**config.mk**
```make
export PLATFORM = sky130hd
export DESIGN_NAME = pipe_hazard_ctrl
export DESIGN_NICKNAME = d
export VERILOG_FILES = /design/src/rtl/pipe_ctrl_pkg.sv /design/src/rtl/mem_wait_fsm.sv /design/src/rtl/pipe_hazard_ctrl.sv
export SDC_FILE = /design/constraint.sdc
export NUM_CORES = 1
export LEC_CHECK = 0
export CAP_MARGIN = 10
export CORE_AREA = 2 2 39 41
export CTS_BUF_LIST = sky130_fd_sc_hd__clkbuf_8
export DETAILED_ROUTE_END_ITERATION = 8
export DIE_AREA = 0 0 41 43
export PLACE_DENSITY = 0.81
export REMOVE_ABC_BUFFERS = 1
export SLEW_MARGIN = 20
export SYNTH_ARGS = -nofsm -noshare
export SYNTH_HDL_FRONTEND = slang
export SYNTH_SLANG_ARGS = --single-unit
export TNS_END_PERCENT = 30
```
**constraint.sdc**
```tcl
create_clock -name clk -period 5.7 [get_ports clk]
set_input_delay 1.71 -clock clk [delete_from_list [all_inputs] [get_ports clk]]
set_output_delay 1.71 -clock clk [all_outputs]
set_load 0.02 [all_outputs]
```
**src/rtl/pipe_ctrl_pkg.sv**
```systemverilog
// -----------------------------------------------------------------------------
// pipe_ctrl_pkg
// Shared definitions for the 5-stage pipeline hazard controller:
//   - mem_state_e : data-memory wait FSM encoding (RUN / WAIT / ERR)
//   - REG_W, REG_ZERO : register-specifier width and the hard-wired $zero
//   - MEM_TIMEOUT_DEF : default number of WAIT cycles before giving up
//   - load_use_hit() : load-use match on the IF/ID source specifiers
// Optional feature macro used by the top: HAZ_PERF_CNT_EN.
// -----------------------------------------------------------------------------
package pipe_ctrl_pkg;

   typedef enum logic [1:0] {
      RUN  = 2'd0,
      WAIT = 2'd1,
      ERR  = 2'd2
   } mem_state_e;

   localparam int             REG_W           = 5;
   localparam logic [REG_W-1:0] REG_ZERO      = 5'd0;
   localparam int             MEM_TIMEOUT_DEF = 16;

   // A load writing $zero never produces a value worth waiting for, so it
   // cannot create a load-use hazard.
   function automatic logic load_use_hit(
      input logic             memread,
      input logic [REG_W-1:0] load_rt,
      input logic [REG_W-1:0] rs,
      input logic [REG_W-1:0] rt
   );
      return memread && (load_rt != REG_ZERO) &&
             ((load_rt == rs) || (load_rt == rt));
   endfunction

endpackage

```
**src/rtl/mem_wait_fsm.sv**
```systemverilog
// -----------------------------------------------------------------------------
// mem_wait_fsm
// Tracks a multi-cycle data-memory access and tells the top when the whole
// pipeline must be frozen. Gives up after MEM_TIMEOUT WAIT cycles without an
// acknowledge and parks in a sticky ERR state until reset.
// Ports:
//   clk, rst        : clock, synchronous active-high reset
//   mem_access_i    : EX/MEM holds a load or store
//   mem_ack_i       : memory completes the access this cycle
//   mem_req_o       : request to data memory
//   freeze_o        : all pipeline registers must hold
//   err_o           : timeout error (sticky)
// -----------------------------------------------------------------------------
module mem_wait_fsm
   import pipe_ctrl_pkg::*;
#(
   parameter int MEM_TIMEOUT = MEM_TIMEOUT_DEF
) (
   input  logic clk,
   input  logic rst,
   input  logic mem_access_i,
   input  logic mem_ack_i,
   output logic mem_req_o,
   output logic freeze_o,
   output logic err_o
);

   localparam int CW = (MEM_TIMEOUT > 2) ? $clog2(MEM_TIMEOUT) : 1;
   localparam logic [CW-1:0] CNT_LAST = CW'(MEM_TIMEOUT - 1);

   mem_state_e    state_q, state_d;
   logic [CW-1:0] cnt_q, cnt_d;

   always_ff @(posedge clk) begin
      if (rst) begin
         state_q <= RUN;
         cnt_q   <= '0;
      end else begin
         state_q <= state_d;
         cnt_q   <= cnt_d;
      end
   end

   always_comb begin
      state_d   = state_q;
      cnt_d     = cnt_q;
      mem_req_o = 1'b0;
      freeze_o  = 1'b0;
      err_o     = 1'b0;
      case (state_q)
         RUN: begin
            mem_req_o = mem_access_i;
            // A same-cycle ack is a zero-wait access: no freeze at all.
            if (mem_access_i && !mem_ack_i) begin
               freeze_o = 1'b1;
               state_d  = WAIT;
               cnt_d    = '0;
            end
         end
         WAIT: begin
            mem_req_o = 1'b1;
            if (mem_ack_i) begin
               // Release in the ack cycle so the result flows on at once.
               state_d = RUN;
               cnt_d   = '0;
            end else begin
               freeze_o = 1'b1;
               if (cnt_q == CNT_LAST) begin
                  state_d = ERR;
               end else begin
                  cnt_d = cnt_q + 1'b1;
               end
            end
         end
         ERR: begin
            freeze_o = 1'b1;
            err_o    = 1'b1;
         end
         default: begin
            // Unreachable encoding: fail safe into the error state.
            freeze_o = 1'b1;
            state_d  = ERR;
         end
      endcase
   end

endmodule

```
**src/rtl/pipe_hazard_ctrl.sv**
```systemverilog
// -----------------------------------------------------------------------------
// pipe_hazard_ctrl
// Drives the enable/flush lines of the PC, IF/ID, ID/EX, EX/MEM and MEM/WB
// registers of a 5-stage MIPS pipeline. Priority, highest first:
//   memory error / memory freeze > branch flush > load-use stall.
// Ports:
//   clk, rst                         : clock, synchronous active-high reset
//   ifid_rs_i, ifid_rt_i             : source specifiers in IF/ID
//   idex_memread_i, idex_rt_i        : load in ID/EX and its destination
//   exmem_pcsrc_i                    : taken branch/jump resolved in EX/MEM
//   mem_access_i, mem_ack_i          : data-memory access and completion
//   mem_req_o                        : data-memory request
//   pc_en_o, ifid_en_o, idex_en_o, exmem_en_o : register load enables
//   ifid_flush_o, idex_flush_o, exmem_flush_o : register bubble inserts
//   memwb_bubble_o                   : MEM/WB takes RegWrite=0
//   err_o                            : sticky memory-timeout error
//   stall_cnt_o, flush_cnt_o         : saturating perf counters (macro only)
// Optional feature macro: HAZ_PERF_CNT_EN adds the perf counter ports.
// While rst is high every output is 0.
// -----------------------------------------------------------------------------
module pipe_hazard_ctrl
   import pipe_ctrl_pkg::*;
#(
`ifdef HAZ_PERF_CNT_EN
   parameter int CNT_W       = 32,
`endif
   parameter int MEM_TIMEOUT = MEM_TIMEOUT_DEF
) (
   input  logic             clk,
   input  logic             rst,
   input  logic [REG_W-1:0] ifid_rs_i,
   input  logic [REG_W-1:0] ifid_rt_i,
   input  logic             idex_memread_i,
   input  logic [REG_W-1:0] idex_rt_i,
   input  logic             exmem_pcsrc_i,
   input  logic             mem_access_i,
   input  logic             mem_ack_i,
   output logic             mem_req_o,
   output logic             pc_en_o,
   output logic             ifid_en_o,
   output logic             ifid_flush_o,
   output logic             idex_en_o,
   output logic             idex_flush_o,
   output logic             exmem_en_o,
   output logic             exmem_flush_o,
   output logic             memwb_bubble_o,
`ifdef HAZ_PERF_CNT_EN
   output logic [CNT_W-1:0] stall_cnt_o,
   output logic [CNT_W-1:0] flush_cnt_o,
`endif
   output logic             err_o
);

   logic fsm_req;
   logic fsm_freeze;
   logic fsm_err;
   logic load_use;
   logic branch_flush;

   mem_wait_fsm #(
      .MEM_TIMEOUT (MEM_TIMEOUT)
   ) u_mem_wait_fsm (
      .clk          (clk),
      .rst          (rst),
      .mem_access_i (mem_access_i),
      .mem_ack_i    (mem_ack_i),
      .mem_req_o    (fsm_req),
      .freeze_o     (fsm_freeze),
      .err_o        (fsm_err)
   );

   assign load_use     = load_use_hit(idex_memread_i, idex_rt_i, ifid_rs_i, ifid_rt_i);
   assign branch_flush = !rst && !fsm_freeze && exmem_pcsrc_i;

   always_comb begin
      mem_req_o      = 1'b0;
      pc_en_o        = 1'b0;
      ifid_en_o      = 1'b0;
      ifid_flush_o   = 1'b0;
      idex_en_o      = 1'b0;
      idex_flush_o   = 1'b0;
      exmem_en_o     = 1'b0;
      exmem_flush_o  = 1'b0;
      memwb_bubble_o = 1'b0;
      err_o          = 1'b0;
      if (!rst) begin
         mem_req_o = fsm_req;
         err_o     = fsm_err;
         if (fsm_freeze) begin
            // Everything holds; only MEM/WB is forced to a non-writing bubble
            // so a stalled load is not written back repeatedly.
            memwb_bubble_o = 1'b1;
         end else begin
            pc_en_o    = 1'b1;
            ifid_en_o  = 1'b1;
            idex_en_o  = 1'b1;
            exmem_en_o = 1'b1;
            if (exmem_pcsrc_i) begin
               // Taken branch kills the three younger instructions; the
               // pending load-use (if any) is among them, so no stall.
               ifid_flush_o  = 1'b1;
               idex_flush_o  = 1'b1;
               exmem_flush_o = 1'b1;
            end else if (load_use) begin
               pc_en_o      = 1'b0;
               ifid_en_o    = 1'b0;
               idex_flush_o = 1'b1;
            end
         end
      end
   end

`ifdef HAZ_PERF_CNT_EN
   logic [CNT_W-1:0] stall_cnt_q, stall_cnt_d;
   logic [CNT_W-1:0] flush_cnt_q, flush_cnt_d;

   always_comb begin
      stall_cnt_d = stall_cnt_q;
      flush_cnt_d = flush_cnt_q;
      if (!pc_en_o && (stall_cnt_q != {CNT_W{1'b1}})) begin
         stall_cnt_d = stall_cnt_q + 1'b1;
      end
      if (branch_flush && (flush_cnt_q != {CNT_W{1'b1}})) begin
         flush_cnt_d = flush_cnt_q + 1'b1;
      end
   end

   always_ff @(posedge clk) begin
      if (rst) begin
         stall_cnt_q <= '0;
         flush_cnt_q <= '0;
      end else begin
         stall_cnt_q <= stall_cnt_d;
         flush_cnt_q <= flush_cnt_d;
      end
   end

   assign stall_cnt_o = stall_cnt_q;
   assign flush_cnt_o = flush_cnt_q;
`else
   // Only the perf counter consumes the branch-flush strobe.
   logic unused_branch_flush;
   assign unused_branch_flush = branch_flush;
`endif

endmodule
```
* Word level (Yosys, flattened, before mapping)
Index checks and enable logic that the tools add are counted.
** Cells by class
- Mux-type cells :: 30
- Shift-type cells :: 0
- Reduce and logical (&&, ||, !) cells :: 10
- Magnitude comparators :: 0
- Divide/modulo/power cells :: 0
- $mul :: 0
- $add $sub $neg :: 1
- Bitwise logic cells :: 1
- Eq/ne operators :: 8
** Operator list (number)
- 2-to-1 mux 1 bit :: 20
- 2-to-1 mux 4 bit :: 3
- == test 5 bit :: 2
- case mux 4 bit (2 select lines) :: 1
- 2-to-1 mux 2 bit :: 3
- case mux 2 bit (3 select lines) :: 1
- AND reduction 3 bit :: 2
- nonzero test 5 bit :: 1
- adder 4 x 1 -> 4 bit, second input constant :: 1
- == test 4 bit, second input constant :: 1
- case mux 1 bit (2 select lines) :: 2
- logical AND 1 bit :: 3
- != test 3 x 2 -> 1 bit, second input constant :: 1
- != test 3 bit, second input constant :: 1
- == test 2 x 1 -> 1 bit, second input constant :: 1
- == test 2 bit, second input constant :: 1
- zero test 2 bit :: 1
- != test 2 x 1 -> 1 bit, second input constant :: 1
- nonzero test 2 bit :: 1
- zero test 1 bit :: 1
- logical OR 1 bit :: 1
- NOT 1 bit :: 1
** Storage, ports and cells
- Latch bits :: 0
- Word-level logic and storage cells :: 52
- Output and inout port bits :: 10
- Memories kept :: 0
- Memory bits (writable) :: 0
- Bits in registers :: 6
- Bits in read-only memories :: 0

* Logic depth before layout (Yosys ltp)
Gate-level depths: netlist of the first run.
- Word-level depth :: 7
- Gate-level depth with buffers :: 5
- Depth with buffers taken out :: 5

* By module
A second synthesis of the first run with hierarchy kept.
** Unflattened totals
- Cell total of the unflattened synthesis :: 62
- Area total of the unflattened synthesis :: 533.0 um2
** Modules (own cells, without submodules)
- mem_wait_fsm :: cells each 34, area an instance 324.1 um2, instances 1, sequential area each 120.1 um2
- pipe_hazard_ctrl :: cells each 28, area an instance 209.0 um2, instances 1, sequential area each 0.0 um2

* Worst setup path before layout of the first run
Ideal clock, no wire load.
- Kind :: input-to-output
- Start :: input rst
- End :: output idex_flush_o
- Arrival :: 2979 ps
- Buffers on the path :: 0
- Stages on the path :: 4
- Path slack :: 1011 ps
- Cell sequence :: or2_2 nor2_1 and2_1 o21bai_1
** Between the ends
- Longest elaborated chain between the ends :: 1
** Ends and longest elaborated chain
- from (decl) :: line pipe_hazard_ctrl.sv:30 : input logic rst,
- 2-to-1 mux 1 bit :: line pipe_hazard_ctrl.sv:86 : if (!rst) begin
- to (decl) :: line pipe_hazard_ctrl.sv:43 : output logic idex_flush_o,
No other way between the ends.

* Worst setup path after layout of the first run
Same ends and word-level chain as after synthesis.

==> results of run 1 <==
-- logic make-up after synthesis --
logic type                 count (synthesis)
AOI/OAI and AO/OA                         14
xor gates and xnor gates                  11
DFF                                        6
and+or+nand+nor                           25
muxes                                      1
buffers and inverters                      5
adders and majority gates                  1
-- where the power goes --
group / total [uW] / internal (uW) / switching (uW)
registers: 44.6 / 43.3 / 1.27
clock network: 63.4 / 45.3 / 18.1
logic: 46.5 / 27.0 / 19.5
-- final timing paths --
path / start / endpoint / slack [ns] / cells after the start
worst max-delay path: rst / idex_flush_o / 0.32 / 6
worst min-delay path: u_mem_wait_fsm.cnt_q[3] / u_mem_wait_fsm.cnt_q[3] / 0.48 / 2
worst max register to register: u_mem_wait_fsm.cnt_q[0] / u_mem_wait_fsm.cnt_q[3] / 4.02 / 5
worst min register to register: u_mem_wait_fsm.cnt_q[3] / u_mem_wait_fsm.cnt_q[3] / 0.48 / 2
-- final cells by class --
type / count / area [um2]
fill: 132 / 548
multi-input combinational: 52 / 347
timing repair buffer: 30 / 300
sequential: 6 / 120
clock buffer: 3 / 41.3
tap: 16 / 20.0
inverter: 2 / 7.51
-- cell usage after synthesis (2+ instances only) --
cell	instances	share of area, %
xor2_1	11	19
nor2_1	10	7.6
dfxtp_1	6	24
a21oi_1	3	3.0
buf_4	3	4.5
o21ai_0	3	3.0
or3_1	3	3.8
inv_1	2	1.5
nor3_1	2	2.0
o21bai_1	2	3.0
-- through the flow --
step           hold WS (ns)  std cells  cell area [um2]  power [uW]  utilization (%)
2_1_floorplan         0.454         60              474        65.0                -
3_3_place_gp          0.468        106              795        91.2             57.4
3_5_place_dp          0.482        106              795        91.9             57.4
4_1_cts               0.486        109              836         157             60.4
5_1_grt               0.525        109              836         163             60.4
6_report              0.476        109              836         155             60.4
-- layer usage --
metal	routed length, um	global-route usage (%)	share of wire (%)	vias to the layer above
met1	485	19.2	39	231
met3	132	7.33	11	4
met2	595	29.1	48	29
met4	35	12.0	2.8	0
li1	-	-	-	280
met5	0	0	0	-
-- state kept, by name, summed over array words and instances, names as in the netlist --
signal and flops:
u_mem_wait_fsm.cnt_q 4, u_mem_wait_fsm.state_q 2
-- worst max-delay path: cells and delay by family --
kind / cells / cell delay [ns]
and+or+nand+nor: 3 / 0.74
buffers and inverters: 2 / 1.11
AOI/OAI and AO/OA: 1 / 0.11
==> impl_metrics.csv, run 1 <==
group,metric,value,unit
drt,wl_per_cell,11.4,um
synth,synth_seq_area_share,24.2,%
synth,synthSimpleGateAreaFrac,26.2,%
synth,yosys_register_bits,6,
status,run_status,"completed",
cts,cts_resized,0,
placement,port_buffers,30,
drt,routed_via_density,4.99,
timing,fmax,186,MHz
cts,holdBufCountCts,0,
setup_path,cp_data_required_time,3.99,ns
die,die_h,43,um
synth,synthArstFlopShare,0,%
cts,insertion_delay,0.22,ns
synth,syn_inst,63,
synth,yosysUniqueCellTypes,28,
power,peakVddDrop,0.0770,mV
final_layout,layout-drive-gt1-share,5.38,%
cts,cts.sinks,6,
timing,fin_tns_setup,0,ns
setup_path,worstPathCellList,"clkdlybuf4s50_1, or2_2, nor2_1, and2_1, o21bai_1, clkdlybuf4s50_1",
setup_path,critPathMaxFanout,6,
synth,synth_top_family_by_area,"simple AND/OR/NAND/NOR gates",
worst_hold_path,min_path_type,"flop to flop",
timing,slew_headroom,72.3,%
placement,pre_cts_slack,0.311,ns
die,core_area,1380,um2
drt,vias,544,
cts,clockBufferDepth,2,
cts,cts_tree,"done",
synth,synth_ff_type,"dfxtp_1",
placement,place_congestion,0.698,
drt,routed_wl,1250,um
drt,drtAntennaViolNets,0,
cts,cts_made_buffers,3,
final_layout,final_common_cell,"clkdlybuf4s50_1",
synth,synth_xor_area_share,19.4,%
timing,finalClockSkew,0.00246,ns
final_layout,diodes,0,
synth,synth.avg_cell_area,7.88,um2
power,powerDensity,185,nW/um2
setup_path,cpPeakStageDelay,0.62,ns
timing,layout_worst_path_cycle_share,94.4,%
global_routing,grt_max_degree,9,
synth,yosysWarnings,0,
timing,fin_crit,5.38,ns
final_layout,final_cell_mix,"clkdlybuf4s50_1 (30), xor2_1 (11), nor2_1 (10)",
setup_path,cp-end-kind,"output port",
global_routing,antenna_found_initial,0,
timing,rsz0062_at_grt,"no",
drt,firstDrtPassIters,5,
power,leakage,0.000324,uW
timing,drv_slew,0,
global_routing,gr-usage-all-layers,18.6,%
final_layout,area_growth,68.3,%
die,initial_core_util,35.9,%
final_layout,fin_nets,117,
timing,hold_violations,0,
drt,first_iter_violations,5,
die,io_pins,31,
setup_path,cp.arrival,3.67,ns
die,fp.dieArea,1760,um2
die,rows,14,
global_routing,grt_pass1_wl,2170,um
global_routing,grt-ovfl-total,0,
setup_path,crit_top_cell,"clkdlybuf4s50_1",
setup_path,worstSetupPathType,"primary input to output port",
synth,netlist_area,497,um2
timing,worst_pin_slew,0.405,ns
cts,cts_setup_buffers,0,
synth,synth_compound_area_share,19.6,%
drt,drc_errors,0,
cts,cts-root-buf,"clkbuf_8",
synth,synth_mux_area_share,2.02,%
timing,finalSetupViolations,0,
cts,ctsHtreeMaxLevel,1,
flow_run,maxCapViolCount,0,
placement,dpl.hpwl,1020,um
global_routing,first_global_vias,554,
cts,path_clk_slew,0.03,ns
setup_path,cpMaxStageDelayCell,"clkdlybuf4s50_1",
timing,setup_ws,0.316,ns
die,dieWidth,41,um
synth,synth_adder_area_share,2.52,%
synth,synth-edff-count,0,
setup_path,crit_path_start_kind,"primary input",
(Power assumes the default switching activity.)
==> run 2, diff against run 1 <==
--- a/config.mk
+++ b/config.mk
@@ -5,12 +5,13 @@
 export SDC_FILE = /design/constraint.sdc
 export NUM_CORES = 1
 export LEC_CHECK = 0
+export ABC_AREA = 1
 export CAP_MARGIN = 10
-export CORE_AREA = 2 2 39 41
+export CORE_MARGIN = 5
+export CORE_UTILIZATION = 43
 export CTS_BUF_LIST = sky130_fd_sc_hd__clkbuf_8
 export DETAILED_ROUTE_END_ITERATION = 8
-export DIE_AREA = 0 0 41 43
-export PLACE_DENSITY = 0.81
+export PLACE_DENSITY = 0.86
 export REMOVE_ABC_BUFFERS = 1
 export SLEW_MARGIN = 20
 export SYNTH_ARGS = -nofsm -noshare
==> impl_metrics.csv, run 2 <==
group,metric,value,unit
status,run_status,"completed",
setup_path,cp-end-kind,"output port",
cts,ctsHtreeMaxLevel,1,
worst_hold_path,holdPathEnd,"u_mem_wait_fsm.cnt_q[0]",
timing,layout_worst_path_cycle_share,92.9,%
die,rows,13,
synth,synthTopCellsByCount,"nand2_1 (37), inv_1 (21), nor2_1 (15), nand3_1 (8), dfxtp_1 (6)",
global_routing,first_global_vias,641,
worst_hold_path,min_path_type,"flop to flop",
placement,port_buffers,30,
synth,yosysMostFrequentCell,"nand2_1",
drt,routed_via_density,4.60,
global_routing,grt_pass1_wl,2550,um
worst_hold_path,hold_start,"u_mem_wait_fsm.cnt_q[0]",
flow_run,maxCapViolCount,0,
die,dieWidth,47.2,um
synth,yosysWarnings,0,
die,fp.dieArea,2230,um2
timing,finalClockSkew,0.00698,ns
timing,rsz0062_at_grt,"no",
synth,yosysUniqueCellTypes,18,
final_layout,final_common_cell,"nand2_1",
power,total_power,160,uW
setup_path,r2r-start,"u_mem_wait_fsm.cnt_q[0]",
final_layout,diodes,0,
synth,synth_seq_area_share,20.2,%
timing,slew_headroom,80.3,%
cts,clockBufferDepth,2,
setup_path,cp_data_required_time,3.99,ns
final_layout,layoutNonFillerInstCount,156,
final_layout,area_growth,56.2,%
timing,fmax,189,MHz
placement,place_congestion,0.846,
timing,worst_pin_slew,0.295,ns
setup_path,worstSetupPathType,"primary input to output port",
cts,insertion_delay,0.22,ns
drt,drtAntennaViolNets,0,
die,core_area,1300,um2
synth,yosys_register_bits,6,
timing,drv_slew,0,
cts,cts_resized,0,
global_routing,antenna_found_initial,0,
timing,hold_violations,0,
setup_path,rr_worst_depth,7,
synth,synth_ff_type,"dfxtp_1",
synth,synth.largest_area_cell,"nand2_1",
synth,synthArstFlopShare,0,%
synth,syn_inst,112,
drt,firstDrtPassIters,5,
worst_hold_path,holdPathStages,1,
timing,fin_tns_setup,0,ns
cts,cts_made_buffers,3,
synth,synth.avg_cell_area,5.31,um2
cts,cts-root-buf,"clkbuf_8",
timing,finalSetupViolations,0,
placement,dpl.hpwl,1350,um
drt,wl_per_cell,10.0,um
power,peakVddDrop,0.0694,mV
synth,synth_area_leaders,"nand2_1 (23%), dfxtp_1 (20%), inv_1 (13%)",
cts,cts_tree,"done",
cts,cts.sinks,6,
drt,vias,717,
power,powerDensity,172,nW/um2
cts,cts_setup_buffers,0,
die,die_h,47.2,um
global_routing,grt-ovfl-total,0,
setup_path,critPathMaxFanout,5,
synth,netlist_area,594,um2
cts,holdBufCountCts,0,
final_layout,reg.largest.list,"u_mem_wait_fsm.cnt_q: 4 flops, u_mem_wait_fsm.state_q: 2 flops",
global_routing,gr-usage-all-layers,16.1,%
final_layout,largest_register,"u_mem_wait_fsm.cnt_q",
power,leakage,0.000474,uW
die,io_pins,31,
drt,first_iter_violations,18,
setup_path,crit_path_start_kind,"primary input",
setup_path,r2r-end,"u_mem_wait_fsm.cnt_q[2]",
final_layout,fin_nets,165,
timing,hold_ws,0.477,ns
drt,routed_wl,1560,um
final_layout,largest_reg_flops,4,
synth,synth-edff-count,0,
global_routing,grt_max_degree,9,
final_layout,final_cell_mix,"nand2_1 (37), clkdlybuf4s50_1 (30), inv_1 (21)",
drt,drc_errors,0,
die,initial_core_util,45.7,%
setup_path,cp.arrival,3.59,ns
placement,dp.cells,153,
synth,synth_top_area_share,23.4,%
final_layout,layout-drive-gt1-share,6.38,%
timing,fin_crit,5.30,ns
cts,path_clk_slew,0.03,ns
setup_path,rrSetupSlack,4.36,ns
-- run 2: per-layer routing --
layer | wire, um | GRT usage, % | vias to the layer above | part of all wire (%)
li1 | - | - | 395 | -
met1 | 607 | 15.5 | 296 | 39
met2 | 834 | 30.6 | 22 | 53
met3 | 82 | 5.75 | 4 | 5.2
met4 | 40 | 6.63 | 0 | 2.6
met5 | 0 | 0 | - | 0
-- run 2: final cells by class --
cell class	count	area, um2
Clock buffer	3	41.3
Timing Repair Buffer	30	300
Tap cell	15	18.8
Inverter	22	82.6
Sequential cell	6	120
Multi-Input combinational cell	80	365
Fill cell	126	373
-- run 2: worst max path at each step --
stage            startpoint   endpoint  slack [ns]  cells past startpoint
2_1_floorplan  mem_access_i  ifid_en_o        0.90                      5
3_3_place_gp   mem_access_i    pc_en_o        0.50                      7
3_5_place_dp   mem_access_i  ifid_en_o        0.43                      7
4_1_cts        mem_access_i  ifid_en_o        0.42                      7
5_1_grt        mem_access_i  ifid_en_o        0.28                      7
6_report       mem_access_i  ifid_en_o        0.40                      7
-- run 2: per-stage QoR --
stage                     util (%)  area (um2)  worst slack (ns)
after floorplan                  -         568             0.901
after global placement        68.2         887             0.503
after detailed placement      68.2         887             0.431
after CTS                     71.3         928             0.421
after global routing          71.3         928             0.283
final                         71.3         928             0.404
-- run 2: critical path, stage by stage --
cell and delay (ns):
clkdlybuf4s50_1 0.45, o21ai_0 0.23, nand2_1 0.07, nor2_1 0.25, nand2_1 0.15, nand2_1 0.11, clkdlybuf4s50_1 0.61
-- run 2: power breakdown --
group / switching [uW] / total [uW] / internal, uW
Combinational: 25.3 / 52.6 / 27.3
Clock: 17.5 / 62.8 / 45.3
Sequential: 1.01 / 44.3 / 43.3
Total: 43.9 / 160 / 116
-- run 2: cells by family after synthesis --
logic type / share of synthesized area [%]
compound gates: 8.21
xor+xnor: 2.95
fa+ha+maj: 2.10
flops: 20.2
simple gates: 48.2
buf+inv: 18.3
==> run 3, diff against run 2 <==
--- a/config.mk
+++ b/config.mk
@@ -11,7 +11,7 @@
 export CORE_UTILIZATION = 43
 export CTS_BUF_LIST = sky130_fd_sc_hd__clkbuf_8
 export DETAILED_ROUTE_END_ITERATION = 8
-export PLACE_DENSITY = 0.86
+export PLACE_DENSITY = 0.95
 export REMOVE_ABC_BUFFERS = 1
 export SLEW_MARGIN = 20
 export SYNTH_ARGS = -nofsm -noshare
==> impl_metrics.csv, run 3 (synthesized netlist as in run 2, its figures left out) <==
group,metric,value,unit
status,run_status,"completed",
placement,dpl.hpwl,1520,um
timing,rsz0062_at_grt,"no",
setup_path,rrSetupSlack,4.40,ns
timing,finalClockSkew,0.000777,ns
setup_path,r2r-end,"u_mem_wait_fsm.cnt_q[2]",
setup_path,cpMaxStageDelayCell,"clkdlybuf4s50_1",
die,io_pins,31,
placement,port_buffers,30,
setup_path,crit_top_cell,"nand2_1",
drt,routed_via_density,4.83,
cts,insertion_delay,0.21,ns
timing,worst_pin_slew,0.290,ns
drt,first_iter_violations,13,
setup_path,worstSetupPathType,"primary input to output port",
setup_path,worstPathCellList,"clkdlybuf4s50_1, o21ai_0, nand2_1, nor2_1, nand2_1, nand2_1, clkdlybuf4s50_1",
drt,wl_per_cell,11.1,um
power,power_frac_seq,28.0,%
final_layout,largest_register,"u_mem_wait_fsm.cnt_q",
timing,finalSetupViolations,0,
setup_path,r2r-start,"u_mem_wait_fsm.cnt_q[0]",
worst_hold_path,hold_start,"u_mem_wait_fsm.cnt_q[0]",
setup_path,cp.arrival,3.60,ns
setup_path,path_delay_family,"buffers and inverters",
timing,fin_tns_setup,0,ns
cts,cts_setup_buffers,0,
die,dieWidth,47.2,um
power,combPwrFrac,33.8,%
placement,place_congestion,0.796,
drt,vias,754,
drt,drc_errors,0,
worst_hold_path,holdPathStages,1,
final_layout,layout-drive-gt1-share,6.38,%
setup_path,cp_data_required_time,3.99,ns
flow_run,maxCapViolCount,0,
die,fp.dieArea,2230,um2
timing,layout_worst_path_cycle_share,93.1,%
power,peakVddDrop,0.124,mV
cts,cts.sinks,6,
drt,routed_wl,1730,um
cts,cts_resized,0,
power,p_sw,43.0,uW
cts,cts_tree,"done",
cts,holdBufCountCts,0,
timing,hold_violations,0,
setup_path,rr_worst_depth,7,
power,pwr-share-clk,38.2,%
timing,drv_slew,0,
power,p_int,116,uW
die,die_h,47.2,um
drt,drtAntennaViolNets,0,
cts,cts-root-buf,"clkbuf_8",
timing,fin_crit,5.31,ns
global_routing,grt_max_degree,9,
die,initial_core_util,45.7,%
global_routing,antenna_found_initial,0,
setup_path,critPathBufInv,2,
cts,path_clk_slew,0.04,ns
setup_path,critPathMaxFanout,5,
final_layout,final_cell_mix,"nand2_1 (37), clkdlybuf4s50_1 (30), inv_1 (21)",
setup_path,crit_path_start_kind,"primary input",
power,powerDensity,171,nW/um2
final_layout,reg.largest.list,"u_mem_wait_fsm.cnt_q: 4 flops, u_mem_wait_fsm.state_q: 2 flops",
die,rows,13,
global_routing,first_global_vias,681,
cts,cts_made_buffers,3,
power,leakage,0.000474,uW
final_layout,final_area,928,um2
timing,fmax,188,MHz
global_routing,gr-usage-all-layers,17.2,%
cts,ctsHtreeMaxLevel,1,
timing,slew_headroom,80.6,%
global_routing,grt-ovfl-total,0,
drt,firstDrtPassIters,4,
cts,clockBufferDepth,2,
setup_path,cp-end-kind,"output port",
setup_path,cpPeakStageDelay,0.63,ns
final_layout,diodes,0,
worst_hold_path,min_path_type,"flop to flop",
power,p_sw_share,27.1,%
final_layout,fin_nets,165,
global_routing,grt_pass1_wl,2740,um
final_layout,final_common_cell,"nand2_1",
final_layout,area_growth,56.2,%
placement,place_area,887,um2
worst_hold_path,holdPathEnd,"u_mem_wait_fsm.cnt_q[0]",
final_layout,largest_reg_flops,4,
die,core_area,1300,um2
==> run 3: cell counts in the layout (fill, tap and decap cells not counted) <==
Identical to the previous run, type by type.
==> run 3: worst reg2reg max path: stages, from the launching register on <==
cell and delay [ns]:
dfxtp_1 0.33, ha_1 0.23, nand3_1 0.13, nor2_2 0.07
nor2_4 0.17, inv_2 0.07, nor3_1 0.13, nor2_1 0.06
==> run 3: how the worst max path moves through the flow <==
stage                       startpoint         to  slack, ns  depth (start not counted)
after global routing      mem_access_i  ifid_en_o       0.19                          7
after global placement    mem_access_i    pc_en_o       0.49                          7
after detailed placement  mem_access_i    pc_en_o       0.41                          7
final                     mem_access_i    pc_en_o       0.39                          7
after CTS                 mem_access_i    pc_en_o       0.40                          7
after floorplan           mem_access_i  ifid_en_o       0.90                          5
==> run 3: power groups by stage <==
stage / logic [uW] / clock network (uW) / registers [uW]
6_report: 53.6 / 60.7 / 44.4
5_1_grt: 58.3 / 66.0 / 44.5
4_1_cts: 53.7 / 61.9 / 44.3
3_5_place_dp: 53.5 / 0 / 45.0
3_3_place_gp: 51.5 / 0 / 44.8
2_1_floorplan: 24.8 / 0 / 44.7
==> run 3: cell type report <==
cell class	instances	area [um2]
Sequential cell	6	120
Multi-Input combinational cell	80	365
Fill cell	121	373
Clock buffer	3	41.3
Tap cell	15	18.8
Timing Repair Buffer	30	300
Inverter	22	82.6
==> run 3: per-stage QoR <==
stage / hold WS, ns / power, uW / utilization [%] / worst slack, ns / std cells
floorplan: 0.448 / 69.5 / - / 0.901 / 108
global placement: 0.466 / 96.4 / 68.2 / 0.494 / 153
detailed placement: 0.482 / 98.5 / 68.2 / 0.406 / 153
CTS: 0.497 / 160 / 71.3 / 0.401 / 156
global route: 0.517 / 169 / 71.3 / 0.195 / 156
finish: 0.493 / 159 / 71.3 / 0.391 / 156
==> run 3: routing by layer <==
metal	track usage, %	part of all wire (%)	up-vias
met2	37.7	57	22
li1	-	-	396
met3	3.45	4.9	2
met1	16.2	37	334
met5	0	0	-
met4	1.66	1.0	0
